`src/rtl/flash_read_fsm.sv`:
```
// Flash-side responder: takes a word address from the audio counter over a 4-phase
// handshake, performs one Avalon-MM read of the flash and returns the word.
module flash_read_fsm #(
  parameter int unsigned ADDR_W         = 23,
  parameter int unsigned DATA_W         = 32,
  parameter int unsigned SYNC_STAGES    = 2,
  parameter int unsigned TIMEOUT_CYCLES = 255
) (
  input  logic              clk50M,
  input  logic              reset,
  input  logic              addr_ready_flag,
  input  logic [ADDR_W-1:0] current_address,
  output logic [DATA_W-1:0] flash_data,
  output logic              read_addr_start,
  output logic              read_error,
  output logic              flash_mem_read,
  output logic [ADDR_W-1:0] flash_mem_address,
  output logic [3:0]        flash_mem_byteenable,
  input  logic              flash_mem_waitrequest,
  input  logic              flash_mem_readdatavalid,
  input  logic [DATA_W-1:0] flash_mem_readdata
);

  localparam int unsigned TW = $clog2(TIMEOUT_CYCLES + 1);

  typedef enum logic [1:0] {
    S_IDLE,
    S_REQ,
    S_WAIT,
    S_DONE
  } state_t;

  state_t                 state;
  logic [SYNC_STAGES-1:0] sync;
  logic [TW-1:0]          timer;
  logic                   req_s;
  logic                   accepted;
  logic                   capture;

  assign flash_mem_byteenable = 4'hF;
  assign req_s    = sync[SYNC_STAGES-1];
  assign accepted = (state == S_REQ) && !flash_mem_waitrequest;
  // Data counts only once the read has been accepted (same-cycle accept+data allowed).
  assign capture  = flash_mem_readdatavalid && (accepted || (state == S_WAIT));

  always_ff @(posedge clk50M) begin
    if (reset) begin
      state             <= S_IDLE;
      sync              <= '0;
      timer             <= '0;
      flash_data        <= '0;
      read_addr_start   <= 1'b0;
      read_error        <= 1'b0;
      flash_mem_read    <= 1'b0;
      flash_mem_address <= '0;
    end else begin
      sync <= {sync[SYNC_STAGES-2:0], addr_ready_flag};
      case (state)
        S_IDLE: begin
          read_addr_start <= 1'b0;
          if (req_s) begin
            flash_mem_address <= current_address;
            flash_mem_read    <= 1'b1;
            read_error        <= 1'b0;
            timer             <= '0;
            state             <= S_REQ;
          end
        end
        S_REQ, S_WAIT: begin
          if (accepted) flash_mem_read <= 1'b0;
          if (capture) begin
            flash_data      <= flash_mem_readdata;
            read_addr_start <= 1'b1;
            state           <= S_DONE;
          end else if (timer == TW'(TIMEOUT_CYCLES - 1)) begin
            flash_mem_read  <= 1'b0;
            flash_data      <= '0;
            read_error      <= 1'b1;
            read_addr_start <= 1'b1;
            state           <= S_DONE;
          end else begin
            timer <= timer + TW'(1);
            if (accepted) state <= S_WAIT;
          end
        end
        S_DONE: begin
          if (!req_s) begin
            read_addr_start <= 1'b0;
            state           <= S_IDLE;
          end
        end
        default: state <= S_IDLE;
      endcase
    end
  end

endmodule
```
`config.mk`:
```
export PLATFORM = sky130hd
export DESIGN_NAME = flash_read_fsm
export DESIGN_NICKNAME = d
export VERILOG_FILES = /design/src/rtl/flash_read_fsm.sv
export SDC_FILE = /design/constraint.sdc
export NUM_CORES = 1
export LEC_CHECK = 0
export CAP_MARGIN = 20
export CORE_ASPECT_RATIO = 0.5
export CORE_MARGIN = 10
export CORE_UTILIZATION = 45
export CTS_CLUSTER_DIAMETER = 40
export DETAILED_ROUTE_END_ITERATION = 6
export HOLD_SLACK_MARGIN = 0.05
export PLACE_DENSITY_LB_ADDON = 0.12
export SLEW_MARGIN = 20
export SYNTH_ARGS = -nofsm -noshare
export SYNTH_HDL_FRONTEND = slang
export SYNTH_SLANG_ARGS = --single-unit
```
`constraint.sdc`:
```
create_clock -name clk50M -period 3.4 [get_ports clk50M]
set_input_delay 0.34 -clock clk50M [delete_from_list [all_inputs] [get_ports clk50M]]
set_output_delay 0.34 -clock clk50M [all_outputs]
set_load 0.005 [all_outputs]
```
After elaboration in Yosys (flattened, before gate mapping)
Cells that the tools add are included.

Register bits after elaboration: 70. Input port bits: 60. Output and inout bits: 62.

$add $sub $neg: 1. Equal/unequal tests: 11. Muxes and demuxes: 24. Reductions and logical operators: 15.

Operators by type and width (number): 2-to-1 mux 32 bit (2); 2-to-1 mux 8 bit (3); one-hot mux 8 bit (2 select lines) (1); 2-to-1 mux 2 bit (5); != test 2 bit, second input constant (5); 2-to-1 mux 1 bit (9); adder 8 x 1 -> 8 bit, second input constant (1); equality test 8 bit, second input constant (1); AND reduction 2 bit (4); AND reduction 4 bit (2); one-hot mux 2 bit (3 select lines) (1); equality test 2 bit, second input constant (2); != test 4 bit, second input constant (1); one-hot mux 1 bit (2 select lines) (2); nonzero test 2 bit (2); != test 3 bit, second input constant (1); one-hot mux 1 bit (3 select lines) (1); AND reduction 3 bit (1); equality test 2 x 1 -> 1 bit, second input constant (1); logical AND 1 bit (2); zero test 2 bit (1); OR reduction 2 bit (1); zero test 1 bit (1); logical OR 1 bit (1).

Logic depth before layout (Yosys ltp)
Gate-level depths: netlist of the first run.

Depth after elaboration: 6. Mapped depth: 9. Gate-level depth less buffers: 7.

Worst setup path after synthesis of the first run
OpenSTA, ideal clock, no wires.

Path type: register to register. Start point: register state[0]. End point: register timer[0]. Setup time: 70 ps. Data arrival time: 1695 ps. Data required time: 3330 ps. Setup slack: 1635 ps. Cell stages (with the launch flop): 8. Path buffers: 1. Period minus slack after synthesis: 1765 ps. Path through: dfxtp_1 -> inv_1 -> ha_1 -> inv_2 -> o21a_1 -> buf_6 -> or4_1 -> a21oi_1.

Word-level cells in the longest chain between the ends: 6. Elaborated cells on any way between the ends: 13. Classes of those cells: eq/ne: 5; mux: 1; reduce/logical: 7.

RTL lines: start: declaration (RTL line 33) `state_t state;`; start signal: assignment (RTL line 48) `state <= S_IDLE;`; start signal: assignment (RTL line 66) `state <= S_REQ;`; start signal: assignment (RTL line 74) `state <= S_DONE;`; equality test 2 x 1 -> 1 bit (RTL line 42, 58); logical AND 1 bit (RTL line 42) `assign accepted = (state == S_REQ) && !flash_mem_waitrequest;`; logical OR 1 bit (RTL line 44) `assign capture = flash_mem_readdatavalid && (accepted || (state == S_WAIT));`; logical AND 1 bit (RTL line 44); != test 2 bit (no line); AND reduction 4 bit (no line); end signal: assignment (RTL line 82) `timer <= timer + TW'(1);`; end: declaration (RTL line 35) `logic [TW-1:0] timer;`.

Several ways; a longest one is shown, not always the timed one. A chain may end at the register's enable or synchronous reset.

Worst setup path after layout of the first run
Start point: register state[0]. End point: register flash_data[2].

Word-level cells in the longest chain between the ends: 6. Elaborated cells on any way between the ends: 9. Classes of those cells: eq/ne: 2; mux: 1; reduce/logical: 6.

RTL lines: equality test 2 x 1 -> 1 bit (RTL line 42, 58); logical AND 1 bit (RTL line 42); logical OR 1 bit (RTL line 44); logical AND 1 bit (RTL line 44); nonzero test 2 bit (no line); AND reduction 2 bit (no line); end signal: assignment (RTL line 72) `flash_data <= flash_mem_readdata;`; end: declaration (RTL line 13) `output logic [DATA_W-1:0] flash_data,`.

Several ways; a longest one is shown, not always the timed one.

==> results_dict.tcl, run 1 <==
set metrics [dict create \
    place_inst 501 \
    arrival_ns 2.66 \
    firstDrtPassIters 4 \
    fmax_ghz 0.4163 \
    dp_hpwl_um 5880 \
    whs_ns 0.4513 \
    cts_setup_buffers 0 \
    fin_util_pct 70.39 \
    start_kind "flip-flop" \
    synth-compound-area-share_pct 21.85 \
    antenna_found_initial 0 \
    totalWireLength_um 8200 \
    netlist_area_sq_um 2818 \
    slew_headroom_pct 50.37 \
    ir_worst_vdd_uv 262.4 \
    synth_top_family_by_area "compound AO/OA/AOI/OAI gates" \
    grt_usage_pct 16.00 \
    first_global_vias 2646 \
    antenna_cells 0 \
    yosys.area_share.simple_pct 18.65 \
    avgViaCountPerCell 5.114 \
    syn_to_final_growth_pct 51.91 \
    synthAdderAreaFrac_pct 2.664 \
    hold_viol_final 0 \
    clk_pin_slew_ns 0.05 \
    ys_seq_area_share_pct 49.73 \
    overflow 0 \
    ys_ff_latch 70 \
    worst_setup_path_end_kind "flip-flop" \
    final_max_slew_viol_count 0 \
    fin_ws_ns 0.9978 \
    port_buffers 117 \
    clock-sinks 70 \
    wl_per_cell_um 15.89 \
    crit_type "reg2reg" \
    synth.distinct_cells 36 \
    fin_crit_ns 2.402 \
    synthTopCellsByArea "dfxtp_1 (50%), nand2_1 (7.2%), a21oi_1 (5.3%)" \
    drive_above_1_share_pct 9.112 \
    synthMuxAreaShare_pct 0.7105 \
    synthArstFlopShare_pct 0 \
    io_pins 122 \
    synth_ff_type "dfxtp_1" \
    chipWidth_um 131.9 \
    tightest_slew_ns 0.7444 \
    cts_buffers 9 \
    grt_pass1_wl_um 13300 \
    p_leak_nw 1.535 \
    place_ws_ns 0.9096 \
    num_rows 20 \
    finalNonFillerCells 516 \
    cp_max_fo 22 \
    nets 490 \
    r2r_cells 7 \
    setup_viol 0 \
    hold_depth 1 \
    dr.first_iter.drc_count 201 \
    netlist_instances 314 \
    ctsHoldBuffers 0 \
    clock_path_buffers 2 \
    synthDominantCellAreaShare_pct 49.73 \
    clock-skew-final_ns 0.005833 \
    cap_violations 0 \
    hold_class "reg2reg" \
    core-area_sq_um 6081 \
    htree_levels 3 \
    min_period_over_period_pct 70.65 \
    gp_congestion 0.7808 \
    avgSynthCellArea_sq_um 8.974 \
    drc 0 \
    vias 2639 \
    cts_resized 0 \
    grt_max_degree 41 \
    synth_top_area_cell "dfxtp_1" \
    dieArea_sq_um 10020 \
    synth_edf_count 0 \
    cts_tree "done" \
    cts_root_buf "clkbuf_16" \
    design_power_total_mw 2.175 \
    tns_ns 0 \
    initial_core_util_pct 46.34 \
    synthTopCellsByCount "dfxtp_1 (70), nand2_1 (54), nor2_1 (37)" \
    design_area_sq_um 4280 \
    synth-xor-area-share_pct 0 \
    grt_setup_unrepaired "false" \
    critical_path_required_ns 3.66 \
    outcome "completed" \
    postRouteAntennaNets 0 \
    dieHeight_um 75.96 \
    ys.warnings.count 0 \
    synth_most_common_cell "dfxtp_1" \
    insertion_delay_ns 0.32 \
    pwr_density_cell_nw_per_um2 508.2 \
    placed_area_sq_um 3989 \
]
## worst paths after layout
check / startpoint / end / slack [ns]
min reg2reg: sync[0] / sync[1] / 0.45
max reg2reg: state[0] / flash_data[2] / 1.0
min: sync[0] / sync[1] / 0.45
max: state[0] / flash_data[2] / 1.0
## power breakdown
| group | internal, mW | switching [mW] |
|---|---|---|
| logic | 0.183 | 0.195 |
| registers | 0.861 | 0.0270 |
| clock network | 0.584 | 0.326 |
## layout by cell type (no fill, tap or decap), types with 6 or more instances in the layout
cell type / synthesis / routed
ha_1: 6 / 6
nand2_1: 54 / 54
clkdlybuf4s50_1: 0 / 116
a22oi_1: 20 / 20
clkbuf_16: 0 / 9
o21ai_0: 6 / 6
a21oi_1: 30 / 30
dfxtp_1: 70 / 70
a22oi_2: 12 / 12
nor2_1: 37 / 37
## layout make-up
cell class	instances	area [sq um]
fillers	473	1800
flip-flops and latches	70	1401
multi-input cells	215	1251
repair buffers	122	1204
clock buffers	12	246.5
well taps	88	110.1
clock inverters	3	45.04
inverters	6	22.52
## per-layer routing
| layer | global-route usage, % | part of all wire (%) |
|---|---|---|
| met2 | 25.47 | 46 |
| met4 | 4.857 | 0.93 |
| met1 | 17.82 | 43 |
| met3 | 9.145 | 11 |
| met5 | 0 | 0 |
## cells by family after synthesis
| kind of cell | Yosys count |
|---|---|
| adders and majority gates | 6 |
| buffers and inverters | 32 |
| AOI/OAI and AO/OA | 84 |
| and+or+nand+nor | 119 |
| DFF | 70 |
| muxes | 2 |
| other | 1 |
## sequential cells by signal, indices dropped and copies added (netlist names)
| register | count |
|---|---|
| flash_data | 32 |
| flash_mem_address | 23 |
| flash_mem_read | 1 |
| read_addr_start | 1 |
| read_error | 1 |
| state | 2 |
| sync | 2 |
| timer | 8 |
## critical path: stages (launching register included)
cell and delay, ns:
dfxtp_1 0.39, inv_1 0.08, ha_1 0.41, inv_2 0.23, a21o_1 0.60, buf_4 0.36
a22oi_1 0.12, nor2_1 0.13
No activity file was read; power rests on OpenSTA's default activity.
==> inputs of run 2 (changes only) <==
--- a/config.mk
+++ b/config.mk
@@ -8,7 +8,7 @@
 export CAP_MARGIN = 20
 export CORE_ASPECT_RATIO = 0.5
 export CORE_MARGIN = 10
-export CORE_UTILIZATION = 45
+export CORE_UTILIZATION = 42
 export CTS_CLUSTER_DIAMETER = 40
 export DETAILED_ROUTE_END_ITERATION = 6
 export HOLD_SLACK_MARGIN = 0.05
==> constraint.sdc (replaced) <==
create_clock -name clk50M -period 2.3 [get_ports clk50M]
set_input_delay 0.23 -clock clk50M [delete_from_list [all_inputs] [get_ports clk50M]]
set_output_delay 0.23 -clock clk50M [all_outputs]
set_load 0.005 [all_outputs]
==> run 2 against run 1 <==
Sequential share of layout area shrank 0.086 points. Setup slack lost 0.83 ns. Die area grew 5.6%. Sequential power grew 48%. Clock skew shrank 0.0012 ns. Hold slack lost 0.13 ns. Wire length grew 1.6%. Clock power grew 38%. Non-clock buffer count grew 1. Largest power group is now sequential cells.
==> results_dict.tcl, run 2 (synthesized netlist as in run 1, its figures left out) <==
set metrics [dict create \
    reg2reg_slack_ns 0.17 \
    p_leak_nw 1.550 \
    cap_violations 0 \
    grt_max_degree 48 \
    netSwitchingPower_mw 0.8033 \
    setup_viol 0 \
    dr.first_iter.drc_count 119 \
    first_global_vias 2677 \
    overflow 0 \
    largest_register_ffs 32 \
    insertion_delay_ns 0.33 \
    initial_core_util_pct 44.86 \
    dieHeight_um 77.92 \
    avgViaCountPerCell 5.046 \
    final_max_slew_viol_count 0 \
    dieArea_sq_um 10580 \
    syn_to_final_growth_pct 52.31 \
    seq_power_share_pct 41.9 \
    htree_levels 3 \
    swShare_pct 25.63 \
    cts_buffers 9 \
    hold_viol_final 0 \
    whs_ns 0.3209 \
    outcome "completed" \
    worst_setup_path_end_kind "flip-flop" \
    clock_power_share_pct 40.0 \
    antenna_cells 0 \
    rr_endpoint "timer[4]" \
    clk_pin_slew_ns 0.05 \
    nets 491 \
    drc 0 \
    r2r_start "state[0]" \
    cts_root_buf "clkbuf_16" \
    r2r_cells 6 \
    hp-start "reset" \
    fmax_ghz 0.4695 \
    gp_congestion 0.7759 \
    min_period_over_period_pct 92.61 \
    final_cell_mix "clkdlybuf4s50_1 (116), dfxtp_1 (70), nand2_1 (54), nor2_1 (37), a21oi_1 (30)" \
    multi_input_area_sq_um 1252 \
    wl_per_cell_um 16.12 \
    placed_area_sq_um 4021 \
    totalWireLength_um 8333 \
    drive_above_1_share_pct 9.324 \
    ctsHoldBuffers 0 \
    vias 2609 \
    place_ws_ns 0.1458 \
    clock-sinks 70 \
    hold_class "in2reg" \
    design_area_sq_um 4292 \
    io_pins 122 \
    antenna_found_initial 0 \
    tns_ns 0 \
    num-fill-cells 489 \
    whs_endpoint "flash_mem_address[5]" \
    grt_setup_unrepaired "false" \
    arrival_ns 2.39 \
    dp_hpwl_um 5994 \
    grt_usage_pct 15.67 \
    clock_path_buffers 2 \
    cp_max_fo 14 \
    pwr_density_cell_nw_per_um2 730.4 \
    num_rows 20 \
    combPwrFrac_pct 18.0 \
    firstDrtPassIters 4 \
    start_kind "flip-flop" \
    ir_worst_vdd_uv 505.0 \
    core-area_sq_um 6281 \
    regMostFlops "flash_data" \
    power.internal_mw 2.331 \
    critical_path_required_ns 2.56 \
    final_common_cell "clkdlybuf4s50_1" \
    chipWidth_um 135.8 \
    fin_ws_ns 0.1701 \
    cts_tree "done" \
    port_buffers 117 \
    grt_pass1_wl_um 13300 \
    design_power_total_mw 3.135 \
    crit_type "reg2reg" \
    fin_crit_ns 2.130 \
    regArea_sq_um 1401 \
    postRouteAntennaNets 0 \
    reg.largest.list "flash_data x32, flash_mem_address x23, timer x8" \
    hold_depth 2 \
    clock-skew-final_ns 0.004630 \
]
[run 2: area by class of cell]
cell class	instances	area share [%]
flip-flops and latches	70	32.65
multi-input cells	215	29.18
repair buffers	123	28.80
clock buffers	14	6.152
well taps	88	2.566
inverters	6	0.5248
clock inverters	1	0.1166
[run 2: critical path, cell delays in order, from the launching register on]
cell,delay (ns)
dfxtp_1,0.38
inv_1,0.09
ha_1,0.43
inv_2,0.17
o21a_2,0.33
or4_1,0.48
a31oi_1,0.18
[run 2: worst max-delay path by stage]
stage | start | to | slack (ns)
after floorplan | state[0] | timer[0] | 0.53
after global placement | state[0] | timer[2] | 0.29
after detailed placement | state[0] | timer[4] | 0.15
after CTS | state[0] | timer[4] | 0.13
after global routing | state[0] | timer[4] | 0.05
final | state[0] | timer[4] | 0.17
[run 2: repair_timing]
action,in CTS,in global routing
endpoints found under the setup margin,0,3
gates resized for setup,0,1
setup buffers,0,0
[run 2: metal layers]
metal / wire length [um] / GRT usage (%)
met1: 3554 / 17.10
met2: 3638 / 24.28
met3: 1061 / 10.28
met4: 79 / 5.128
met5: 0 / 0
[run 2: power by group through the flow]
stage | combinational [mW] | clock (mW) | sequential (mW)
floorplan | 0.305 | 0 | 1.34
global placement | 0.540 | 0 | 1.33
detailed placement | 0.557 | 0 | 1.34
CTS | 0.566 | 1.28 | 1.31
global route | 0.623 | 1.35 | 1.32
finish | 0.565 | 1.25 | 1.31
[run 2: through the flow]
step,util (%),std cells
2_1_floorplan,-,317
3_3_place_gp,64.02,502
3_5_place_dp,64.02,502
4_1_cts,68.31,517
5_1_grt,68.33,517
6_report,68.33,517
